File: src/rtl/mem_port_arbiter.sv
// Shares one fixed-latency memory port between instruction fetch and load/store.
// MEM has priority; a saturating starve counter forces an IF grant after STARVE_MAX MEM wins.
module mem_port_arbiter #(
   parameter int unsigned LATENCY    = 2,
   parameter int unsigned STARVE_MAX = 4
) (
   input  logic        Clk,
   input  logic        Reset,
   input  logic        IF_Req,
   input  logic [31:0] IF_Addr,
   output logic        IF_Ready,
   output logic [31:0] IF_Instr,
   output logic        IF_Stall,
   input  logic        MEM_Read,
   input  logic        MEM_Write,
   input  logic [31:0] MEM_Addr,
   input  logic [31:0] MEM_WriteData,
   output logic        MEM_Ready,
   output logic [31:0] MEM_ReadData,
   output logic        MEM_Stall,
   output logic        Mem_En,
   output logic        Mem_We,
   output logic [31:0] Mem_Addr,
   output logic [31:0] Mem_WData,
   input  logic [31:0] Mem_RData
);

   typedef enum logic [1:0] {Idle, Access, Resp} stateT;
   typedef enum logic [1:0] {OwnNone, OwnIf, OwnMem} ownerT;

   stateT      state;
   ownerT      owner;
   logic [3:0] cnt;
   logic [3:0] starveCnt;
   logic       memReq;
   logic       ifWins;

   assign memReq = MEM_Read | MEM_Write;
   assign ifWins = IF_Req & (~memReq | (starveCnt == 4'(STARVE_MAX)));

   assign IF_Stall  = IF_Req & ~IF_Ready;
   assign MEM_Stall = memReq & ~MEM_Ready;

   always_ff @(posedge Clk or posedge Reset) begin
      if (Reset) begin
         state        <= Idle;
         owner        <= OwnNone;
         cnt          <= 4'd0;
         starveCnt    <= 4'd0;
         Mem_En       <= 1'b0;
         Mem_We       <= 1'b0;
         Mem_Addr     <= 32'd0;
         Mem_WData    <= 32'd0;
         IF_Ready     <= 1'b0;
         MEM_Ready    <= 1'b0;
         IF_Instr     <= 32'd0;
         MEM_ReadData <= 32'd0;
      end else begin
         IF_Ready  <= 1'b0;
         MEM_Ready <= 1'b0;
         unique case (state)
            Idle: begin
               if (memReq || IF_Req) begin
                  state  <= Access;
                  cnt    <= 4'(LATENCY);
                  Mem_En <= 1'b1;
                  if (ifWins) begin
                     owner     <= OwnIf;
                     Mem_Addr  <= IF_Addr;
                     Mem_We    <= 1'b0;
                     starveCnt <= 4'd0;
                  end else begin
                     owner     <= OwnMem;
                     Mem_Addr  <= MEM_Addr;
                     Mem_WData <= MEM_WriteData;
                     Mem_We    <= MEM_Write;
                     if (!IF_Req) begin
                        starveCnt <= 4'd0;
                     end else if (starveCnt < 4'(STARVE_MAX)) begin
                        starveCnt <= starveCnt + 4'd1;
                     end
                  end
               end
            end
            Access: begin
               cnt <= cnt - 4'd1;
               if (cnt == 4'd1) begin
                  state  <= Resp;
                  Mem_En <= 1'b0;
                  Mem_We <= 1'b0;
                  // Mem_We still holds the latched write flag here; stores capture nothing.
                  if (owner == OwnIf) begin
                     IF_Ready <= 1'b1;
                     if (!Mem_We) IF_Instr <= Mem_RData;
                  end else begin
                     MEM_Ready <= 1'b1;
                     if (!Mem_We) MEM_ReadData <= Mem_RData;
                  end
               end
            end
            Resp: begin
               state <= Idle;
               owner <= OwnNone;
            end
            default: state <= Idle;
         endcase
      end
   end

endmodule

File: config.mk
export PLATFORM = sky130hd
export DESIGN_NAME = mem_port_arbiter
export DESIGN_NICKNAME = d
export VERILOG_FILES = /design/src/rtl/mem_port_arbiter.sv
export SDC_FILE = /design/constraint.sdc
export NUM_CORES = 1
export LEC_CHECK = 0
export ABC_AREA = 0
export CAP_MARGIN = 20
export CORE_MARGIN = 2
export CORE_UTILIZATION = 38
export DETAILED_ROUTE_END_ITERATION = 8
export PLACE_DENSITY = 0.74
export SYNTH_ARGS = -nofsm -noshare
export SYNTH_HDL_FRONTEND = slang
export SYNTH_SLANG_ARGS = --single-unit
File: constraint.sdc
create_clock -name Clk -period 5.3 [get_ports Clk]
set_input_delay 1.06 -clock Clk [delete_from_list [all_inputs] [get_ports Clk]]
set_output_delay 1.06 -clock Clk [all_outputs]
set_load 0.01 [all_outputs]
==> out/qor.csv <==
metric,value,unit
status,completed,
CP Max Fanout,7,
CTS Buf Count,17,
final hold vios,0,
Total GRT Usage,19.7,%
crit-path cells,clkdlybuf4s50_1 -> or2_0 -> nor2b_1 -> clkdlybuf4s50_1,
Final Wtd Congestion,0.760,
worst skew pair latency,0.41,ns
syn nets,595,
clock sinks,144,
Top Ports,267,
diode count,0,
buffers plus inverters on the worst setup path,2,
ys async rst share,100,%
RSZ-0062 raised after global routing,false,
first-pass GRT wire length,25300,um
grt ovf,0,
TritonCTS clock tree,built,
worst vdd ir,232,uV
HP Start,Mem_WData[0],
synth cell count leaders,"144 x dfrtp_1, 102 x nand2_1, 34 x a22o_1, 34 x mux2_2, 32 x a21o_1",
setup TNS,0,ns
Cells after Synth,458,
synthesized area per cell,12.8,um2
DR vias/cell,4.95,
Final period util,70.1,%
Crit path largest cell delay,0.56,ns
die width,128,um
post-DP HPWL,11300,um
Setup Crit Path Kind,in2out,
Post-CTS Hold Buffers,0,
Synth warnings,0,
Synth top area share,61.7,%
Max-cap violations,0,
H-tree Lvls,4,
Avg WL per Cell,17.0,um
DRC viols,0,
CP startpoint kind,input pin,
Final Max Tran Viols,0,
Netlist cell types,33,
critical path's slowest cell,clkdlybuf4s50_1,
core footprint,15100,um2
final setup fails,0,
"EDFF count, synth",0,
Worst-path clk slew,0.06,ns
"top cells by area, synth","dfrtp_1 62%, mux2_4 7.7%, nand2_1 6.6%",
final wirelength,15800,um
# resized after CTS,0,
largest net degree at the start of global routing,68,
Relative slew margins,29.3,%
ys flop type,dfrtp_1,
worst setup margin,1.59,ns
die height,128,um
highest achievable clock rate,269,MHz
pwr/cell area,590,nW/um2
post-synthesis cell area,5840,um2
Seq cells post-synth,144,
CP required,4.24,ns
CP Capture Type,primary output,
Layout Skew,0.0120,ns
Post-CTS Repair Setup Buffers,0,
top-count cell post-synth,dfrtp_1,
leading area contributor after synthesis,dfrtp_1,
vias in the first global route,5006,
Die ar.,16400,um2
synth-to-layout area growth,59.3,%
IO Port Bufs,266,
min Tclk post-route,3.71,ns
# fillers,1174,
antenna violations before repair,0,
layout cells sized above 1,14.8,%
DR pass1 iterations,4,
clk buf depth,2,
initial detailed-routing violation count,185,
HP Class,reg2reg,
Crit path top cell by count,clkdlybuf4s50_1,
hold slack,0.471,ns
Initial Utilization,38.7,%
cell class contributing the biggest share of worst-path delay,buffers and inverters,
crit path launch,MEM_Write,
Root Driver,clkbuf_16,
Worst EP arrival,2.65,ns
leakage,0.00435,uW
Rows,45,
Final ANT Viol Nets,0,
vias after detailed routing,4578,
slew of the pin with the lowest slew margin,1.06,ns
RR Startpoint,cnt[1],
Layout Nets,861,
"worst slack, placed",1.58,ns
sequential area share after synthesis,61.7,%
## final cells by class
type / instances / area [um2] / area share [%]
Inverter: 7 / 31.3 / 0.336
Multi-Input combinational cell: 281 / 2090 / 22.4
Clock inverter: 11 / 128 / 1.37
Clock buffer: 21 / 470 / 5.06
Timing Repair Buffer: 273 / 2750 / 29.5
Sequential cell: 144 / 3600 / 38.7
Tap cell: 188 / 235 / 2.53
## cell usage in the layout (no fill, tap or decap), drive strengths merged, types with 2 or more instances in the layout
master,n
o21ai,11
nand2b,3
ha,4
inv,9
clkinvlp,3
nand3,6
clkdlybuf4s50,266
nor2b,4
dfrtp,144
and3,2
mux2,65
clkbuf,21
a22o,34
buf,7
clkinv,4
bufinv,2
nor2,5
a21o,32
nand2,103
## kinds of logic after synthesis
logic type | count (synthesis) | synth area share [%]
flops | 144 | 61.7
simple gates | 131 | 9.58
compound gates | 81 | 10.6
mux | 65 | 14.5
buf+inv | 33 | 2.76
fa+ha+maj | 4 | 0.857
## sequential cells by signal, indices dropped and copies added, names as in the netlist
signal and cells:
IF_Instr 32, MEM_ReadData 32, Mem_Addr 32, Mem_WData 32, cnt 4, starveCnt 4
owner 2, state 2, IF_Ready 1, MEM_Ready 1, Mem_En 1, Mem_We 1
## power breakdown
part	switching, uW	internal (uW)
clock	458	734
sequential	287	1600
combinational	981	1420
## final timing paths
| check | endpoint | depth (start not counted) | slack [ns] |
|---|---|---|---|
| max | MEM_Stall | 4 | 1.59 |
| min | Mem_WData[0] | 2 | 0.47 |
| max in group asynchronous | Mem_WData[29] | 3 | 3.21 |
| max reg2reg | IF_Instr[0] | 6 | 2.80 |
| min reg2reg | Mem_WData[0] | 2 | 0.47 |
| min in group asynchronous | IF_Instr[15] | 2 | 1.12 |
## per-stage QoR
step           utilization, %  std cells  total power [uW]  instance area (um2)
2_1_floorplan               -        458              3010                 5840
3_5_place_dp             57.6        892              4310                 8690
4_1_cts                  61.5        924              5530                 9280
6_report                 61.7        925              5480                 9300
5_1_grt                  61.7        925              5820                 9300
3_3_place_gp             57.4        891              4210                 8660
## worst register-to-register path, stage by stage, from the launching register on
cell and delay (ns):
dfrtp_1 0.38, inv_1 0.09, ha_1 0.15, nor3b_2 0.21, nand2_2 0.15, or3_2 0.93, mux2_4 0.48
## metal layers
metal  track usage (%)  part of all wire (%)  up-vias
li1                  -                     -     2103
met1              22.9                    41     2264
met2              33.9                    50      197
met3              7.30                   7.9       14
met4              6.40                   1.6        0
met5                 0                     0        -
Note: power is estimated with default switching activity, not from simulation.
